### src/rtl/sparse_pkg.sv
// sparse_pkg: shared sparse-datapath constants and lane address-window helper
package sparse_pkg;
  localparam int CHANNEL_NUM = 4;
  localparam int DATA_W = 8;
  localparam int ADDR_W = 10;
  localparam int FIFO_DEPTH = 4;
  localparam int LANE_STRIDE = 256;
  localparam int LANE_W = $clog2(CHANNEL_NUM);
  localparam int OFF_W = $clog2(LANE_STRIDE);
  function automatic logic [ADDR_W-1:0] lane_base(input logic [LANE_W-1:0] lane);
    return ADDR_W'(lane) << OFF_W;
  endfunction
endpackage

### src/rtl/result_writer_lane_fifo.sv
// lane_fifo: single-clock count-based FIFO with first-word-fall-through head
module lane_fifo #(
  parameter int W = 8,
  parameter int DEPTH = 4
) (
  input  logic         clk,
  input  logic         rst,
  input  logic         push,
  input  logic         pop,
  input  logic [W-1:0] din,
  output logic [W-1:0] head,
  output logic         full,
  output logic         empty
);
  localparam int PW = $clog2(DEPTH);
  logic [W-1:0] mem [DEPTH];
  logic [PW-1:0] rd, wr;
  logic [PW:0] cnt;
  logic do_push, do_pop;
  assign full = cnt == (PW+1)'(DEPTH);
  assign empty = cnt == '0;
  assign do_push = push && !full;
  assign do_pop = pop && !empty;
  assign head = mem[rd];
  // pointers and occupancy; push is judged on the pre-edge count, so a full lane drops even when popped
  always_ff @(posedge clk or posedge rst)
    if (rst) begin
      rd <= '0;
      wr <= '0;
      cnt <= '0;
    end else begin
      if (do_push) wr <= wr + 1'b1;
      if (do_pop) rd <= rd + 1'b1;
      cnt <= cnt + (PW+1)'(do_push) - (PW+1)'(do_pop);
    end
  // storage needs no reset: slots are only read once written
  always_ff @(posedge clk)
    if (do_push) mem[wr] <= din;
endmodule

### src/rtl/result_writer.sv
// result_writer: round-robin drain of per-lane result FIFOs into a single-port RAM; WB_READY_EN adds mem_ready backpressure
module result_writer
  import sparse_pkg::*;
(
  input  logic                        clk,
  input  logic                        rst,
  input  logic [CHANNEL_NUM-1:0]        push,
  input  logic [CHANNEL_NUM*DATA_W-1:0] din,
`ifdef WB_READY_EN
  input  logic                        mem_ready,
`endif
  output logic [CHANNEL_NUM-1:0]        full,
  output logic                        mem_we,
  output logic [ADDR_W-1:0]           mem_addr,
  output logic [DATA_W-1:0]           mem_din,
  output logic                        idle
);
  logic [CHANNEL_NUM-1:0] empty, pop;
  logic [DATA_W-1:0] head [CHANNEL_NUM];
  logic [OFF_W-1:0] offset [CHANNEL_NUM];
  logic [LANE_W-1:0] rr_ptr, sel;
  logic found, adv;
`ifdef WB_READY_EN
  assign adv = !mem_we || mem_ready;
`else
  assign adv = 1'b1;
`endif
  for (genvar g = 0; g < CHANNEL_NUM; g++) begin : g_lane
    lane_fifo #(.W(DATA_W), .DEPTH(FIFO_DEPTH)) u_fifo (
      .clk(clk),
      .rst(rst),
      .push(push[g]),
      .pop(pop[g]),
      .din(din[g*DATA_W +: DATA_W]),
      .head(head[g]),
      .full(full[g]),
      .empty(empty[g])
    );
    assign pop[g] = adv && found && sel == LANE_W'(g);
  end
  assign idle = &empty && !mem_we;
  // rotating priority: first non-empty lane at or after rr_ptr
  always_comb begin
    found = 1'b0;
    sel = '0;
    for (int k = 0; k < CHANNEL_NUM; k++)
      if (!found && !empty[(int'(rr_ptr) + k) % CHANNEL_NUM]) begin
        found = 1'b1;
        sel = LANE_W'((int'(rr_ptr) + k) % CHANNEL_NUM);
      end
  end
  // write port registers, per-lane offsets and priority pointer; offsets wrap inside their window
  always_ff @(posedge clk or posedge rst)
    if (rst) begin
      mem_we <= 1'b0;
      mem_addr <= '0;
      mem_din <= '0;
      rr_ptr <= '0;
      for (int i = 0; i < CHANNEL_NUM; i++) offset[i] <= '0;
    end else if (adv) begin
      mem_we <= found;
      if (found) begin
        mem_addr <= lane_base(sel) | ADDR_W'(offset[sel]);
        mem_din <= head[sel];
        offset[sel] <= offset[sel] + 1'b1;
        rr_ptr <= sel == LANE_W'(CHANNEL_NUM - 1) ? '0 : sel + 1'b1;
      end
    end
endmodule

### config.mk
export PLATFORM = sky130hd
export DESIGN_NAME = result_writer
export DESIGN_NICKNAME = d
export VERILOG_FILES = /design/src/rtl/sparse_pkg.sv /design/src/rtl/result_writer_lane_fifo.sv /design/src/rtl/result_writer.sv
export SDC_FILE = /design/constraint.sdc
export NUM_CORES = 1
export LEC_CHECK = 0
export BUFFER_PORTS_ARGS = -buffer_cell sky130_fd_sc_hd__buf_2
export CAP_MARGIN = 5
export CORE_ASPECT_RATIO = 0.7
export CORE_MARGIN = 3
export CORE_UTILIZATION = 60
export DETAILED_ROUTE_END_ITERATION = 8
export PLACE_DENSITY = 0.75
export SLEW_MARGIN = 10
export SYNTH_ARGS = -nofsm -noshare
export SYNTH_HDL_FRONTEND = slang
export SYNTH_HIERARCHICAL = 1
export SYNTH_SLANG_ARGS = --single-unit
### constraint.sdc
create_clock -name clk -period 5 [get_ports clk]
set_input_delay 1 -clock clk [delete_from_list [all_inputs] [get_ports clk]]
set_output_delay 1 -clock clk [all_outputs]
set_load 0.02 [all_outputs]
==> impl_results.md <==
- Status: finished clean
- Commonest non-fill, non-tap cell in the layout: edfxtp_1
- N_diodes: 0
- R2R depth: 16
- Worst-path clk slew: 0.06 ns
- Num rows: 37
- Core area: about 15,000 um^2
- Ys Warns: 6
- Synth cell types: 44
- Hold WS: ~0.46 ns
- # resized after CTS: 0
- Slowest stage cell, crit path: dfrtp_1
- Crit path kind: register to register
- Die Wd: 153 um
- Worst R2R Start: g_lane[0].u_fifo/cnt[1]
- Crit path time final: 4.37 ns
- Area delta synth->final: 12.2%
- Number of port buffers: approximately 60
- Cts hold-fix bufs: 0
- Vias: 5,139
- Period Utilization, post-route: 0.874
- # IOs: 62
- Vias per inst: about 6
- Post-synth top area share: 0.422
- Final hold vios: 0
- Crit end category: register
- Flops & latches, synth: ~210
- Filler Cell Count: 1,011
- Setup repair after global routing missed its margin: no
- Fraction of layout cells with a size suffix above 1: 0.223
- Post-Route WL: ~18,000 um
- Cts bufs inserted: 20
- Max Buffers Root-to-Sink: 3
- GP Congestion: 0.832
- Worst hold path class: register to register
- Hold path cells: 2
- DP Area: 9580 um^2
- Worst skew pair latency: 0.48 ns
- Global-route wire length before repair: 29,000 um
- Setup Fix Bufs, Post-CTS: 0
- Synthesized area per cell: around 15 um^2
- Die height: 109 um
- WHS Endpoint: mem_addr[3]
- Starting density of the core: 0.617
- Most frequent cells in the layout: edfxtp_1, dfrtp_1, nand2_1
- Mapped Nets: roughly 670
- 1st-pass router iterations: 5
- Max transition margin: 0.260
- Iter 0 DRT Violations: 370
- Worst path max stage delay: 0.47 ns
- Number of antenna-violating nets in the routed design: 0
- Layout Cells excl Fill: 869
- Post-synth EDFFs: 128
- Cells after Synth: 595
- Top cells by area, synth: edfxtp_1, dfrtp_1, mux4_2
- Total negative slack: 0 ns
- Synthesized area: 9110 um^2
- Nets: around 730
- Post-synth top flop: edfxtp_1
- Critical Path Source Type: register
- # Max-Cap Violations: 0
- # DRC: 0
- Ys async rst share: 0.388
- CP Max Fanout: 23
- Clk_skew: 0.0107 ns
- Post-Layout Inst Area: just over 10,000 um^2
- Final HPWL DP: 12,700 um
- Post-Place Cells: 833
- Register-to-register setup slack: ~0.63 ns
- Worst Path Arrival: 4.77 ns
- CTS tree: done
- Sequential fraction of the synthesis area: 0.644
- Least-Margin Pin Slew: 1.11 ns
- Fin. max-slew vios: 0
- Largest net degree at the start of global routing: 54
- Critical-path cell list: nor3_1, and2b_1, nor2_1, o22a_1, inv_2, ha_1, nand2_1, inv_1, o31ai_1, inv_1, ha_1, inv_1, ha_1, fa_1, xnor2_1, xnor2_1
- Antenna violations before repair: 0
- Hold Crit Start: mem_addr[3]
- Utilization after layout: 0.692
- Count of final setup violators: 0
- Total die area: around 17,000 um^2
- Clock root cell: clkbuf_16
- Sink Count: between 200 and 250
- Total gr overflow: 0
- H-tree depth: 1
- Fmax: 229 MHz
- Yosys top cell by area: edfxtp_1
- VDD IR max: between 0.3 and 0.4 mV
- Overall Global Routing Usage: 0.225
- WL/cell: 20.6 um
- Number of global-route vias before repair: 5,271
- Pwr dens: 679 nW/um^2
- Reg-to-reg endpoint: g_lane[1].u_fifo/cnt[2]
- Leak: 4.02 nW
- Critical path required time: 5.40 ns
## layer usage
layer,track usage,wire length [um],up-vias
met3,0.0432,1090,36
met4,0.0636,459,0
met5,0,0,-
li1,-,-,2348
met2,0.352,8480,165
met1,0.330,7900,2590
## sequential cells by signal, indices dropped and copies added (netlist names)
signal             count
mem_din                8
offset                32
g_lane.u_fifo/cnt     12
g_lane.u_fifo/wr       8
rr_ptr                 2
g_lane.u_fifo/rd       8
mem_we                 1
g_lane.u_fifo/mem    128
mem_addr              10
## cells by family after synthesis
| logic type | share of synthesized area |
|---|---|
| simple gates | 0.0969 |
| flops | 0.644 |
| fa+ha+maj | 0.0486 |
| buf+inv | 0.0265 |
| mux | 0.118 |
| compound gates | 0.0479 |
| xor+xnor | 0.0183 |
## where the power goes
group          leakage [nW]  switching (mW)  total (mW)  internal [mW]
combinational          1.59            1.49        2.67           1.18
clock                 0.315           0.595        1.44          0.846
sequential             2.11           0.467        2.84           2.37
## cell usage after synthesis (2+ instances only)
master	count
o21ai_1	2
or3_4	3
nand3_1	8
edfxtp_1	128
nand4bb_1	8
nor3b_4	4
a221o_1	3
a21oi_1	6
nand2b_1	17
o21ai_0	26
clkbuf_1	7
buf_2	4
ha_1	29
nor3_1	7
o211ai_1	8
and3b_1	16
dfrtp_1	81
clkbuf_2	3
nand2_1	70
a31oi_1	12
mux2i_1	11
xor2_1	3
nor2_1	16
o311ai_1	4
inv_1	34
xnor2_1	16
buf_4	4
fa_1	4
o31ai_1	3
mux2_2	6
mux4_2	39
## critical path: cells and delay by family, from the launching register on
kind | cells | cell delay, ns
compound gates | 2 | 0.61
simple gates | 4 | 1.00
fa+ha+maj | 4 | 1.14
xor+xnor | 2 | 0.35
buf+inv | 4 | 0.70
flops | 1 | 0.47
## through the flow
stage	power, mW	setup slack, ns
final	6.94	0.629
after global routing	7.41	0.235
after CTS	7.00	0.652
after detailed placement	5.54	0.755
after global placement	5.38	0.943
after floorplan	4.75	1.18
## worst max-delay path by stage
stage | from | cells after the start | endpoint | slack (ns)
floorplan | g_lane[1].u_fifo/cnt[1] | 18 | g_lane[3].u_fifo/cnt[2] | 1.18
global placement | g_lane[0].u_fifo/cnt[1] | 16 | g_lane[1].u_fifo/cnt[2] | 0.94
detailed placement | g_lane[0].u_fifo/cnt[1] | 16 | g_lane[1].u_fifo/cnt[2] | 0.75
CTS | g_lane[0].u_fifo/cnt[1] | 16 | g_lane[1].u_fifo/cnt[2] | 0.65
global route | g_lane[1].u_fifo/cnt[1] | 16 | g_lane[1].u_fifo/cnt[2] | 0.23
finish | g_lane[0].u_fifo/cnt[1] | 16 | g_lane[1].u_fifo/cnt[2] | 0.63
## layout make-up
cell class | count | area [um^2] | share of cell area
inverter | 36 | 135 | 0.0132
tap | 195 | 244 | 0.0239
multi-input combinational | 330 | 3010 | 0.295
sequential | 209 | 5870 | 0.574
clock buffer | 32 | 617 | 0.0603
clock inverter | 4 | 22.5 | 0.00220
timing repair buffer | 63 | 320 | 0.0313
Power figures use the tool's default switching activity.
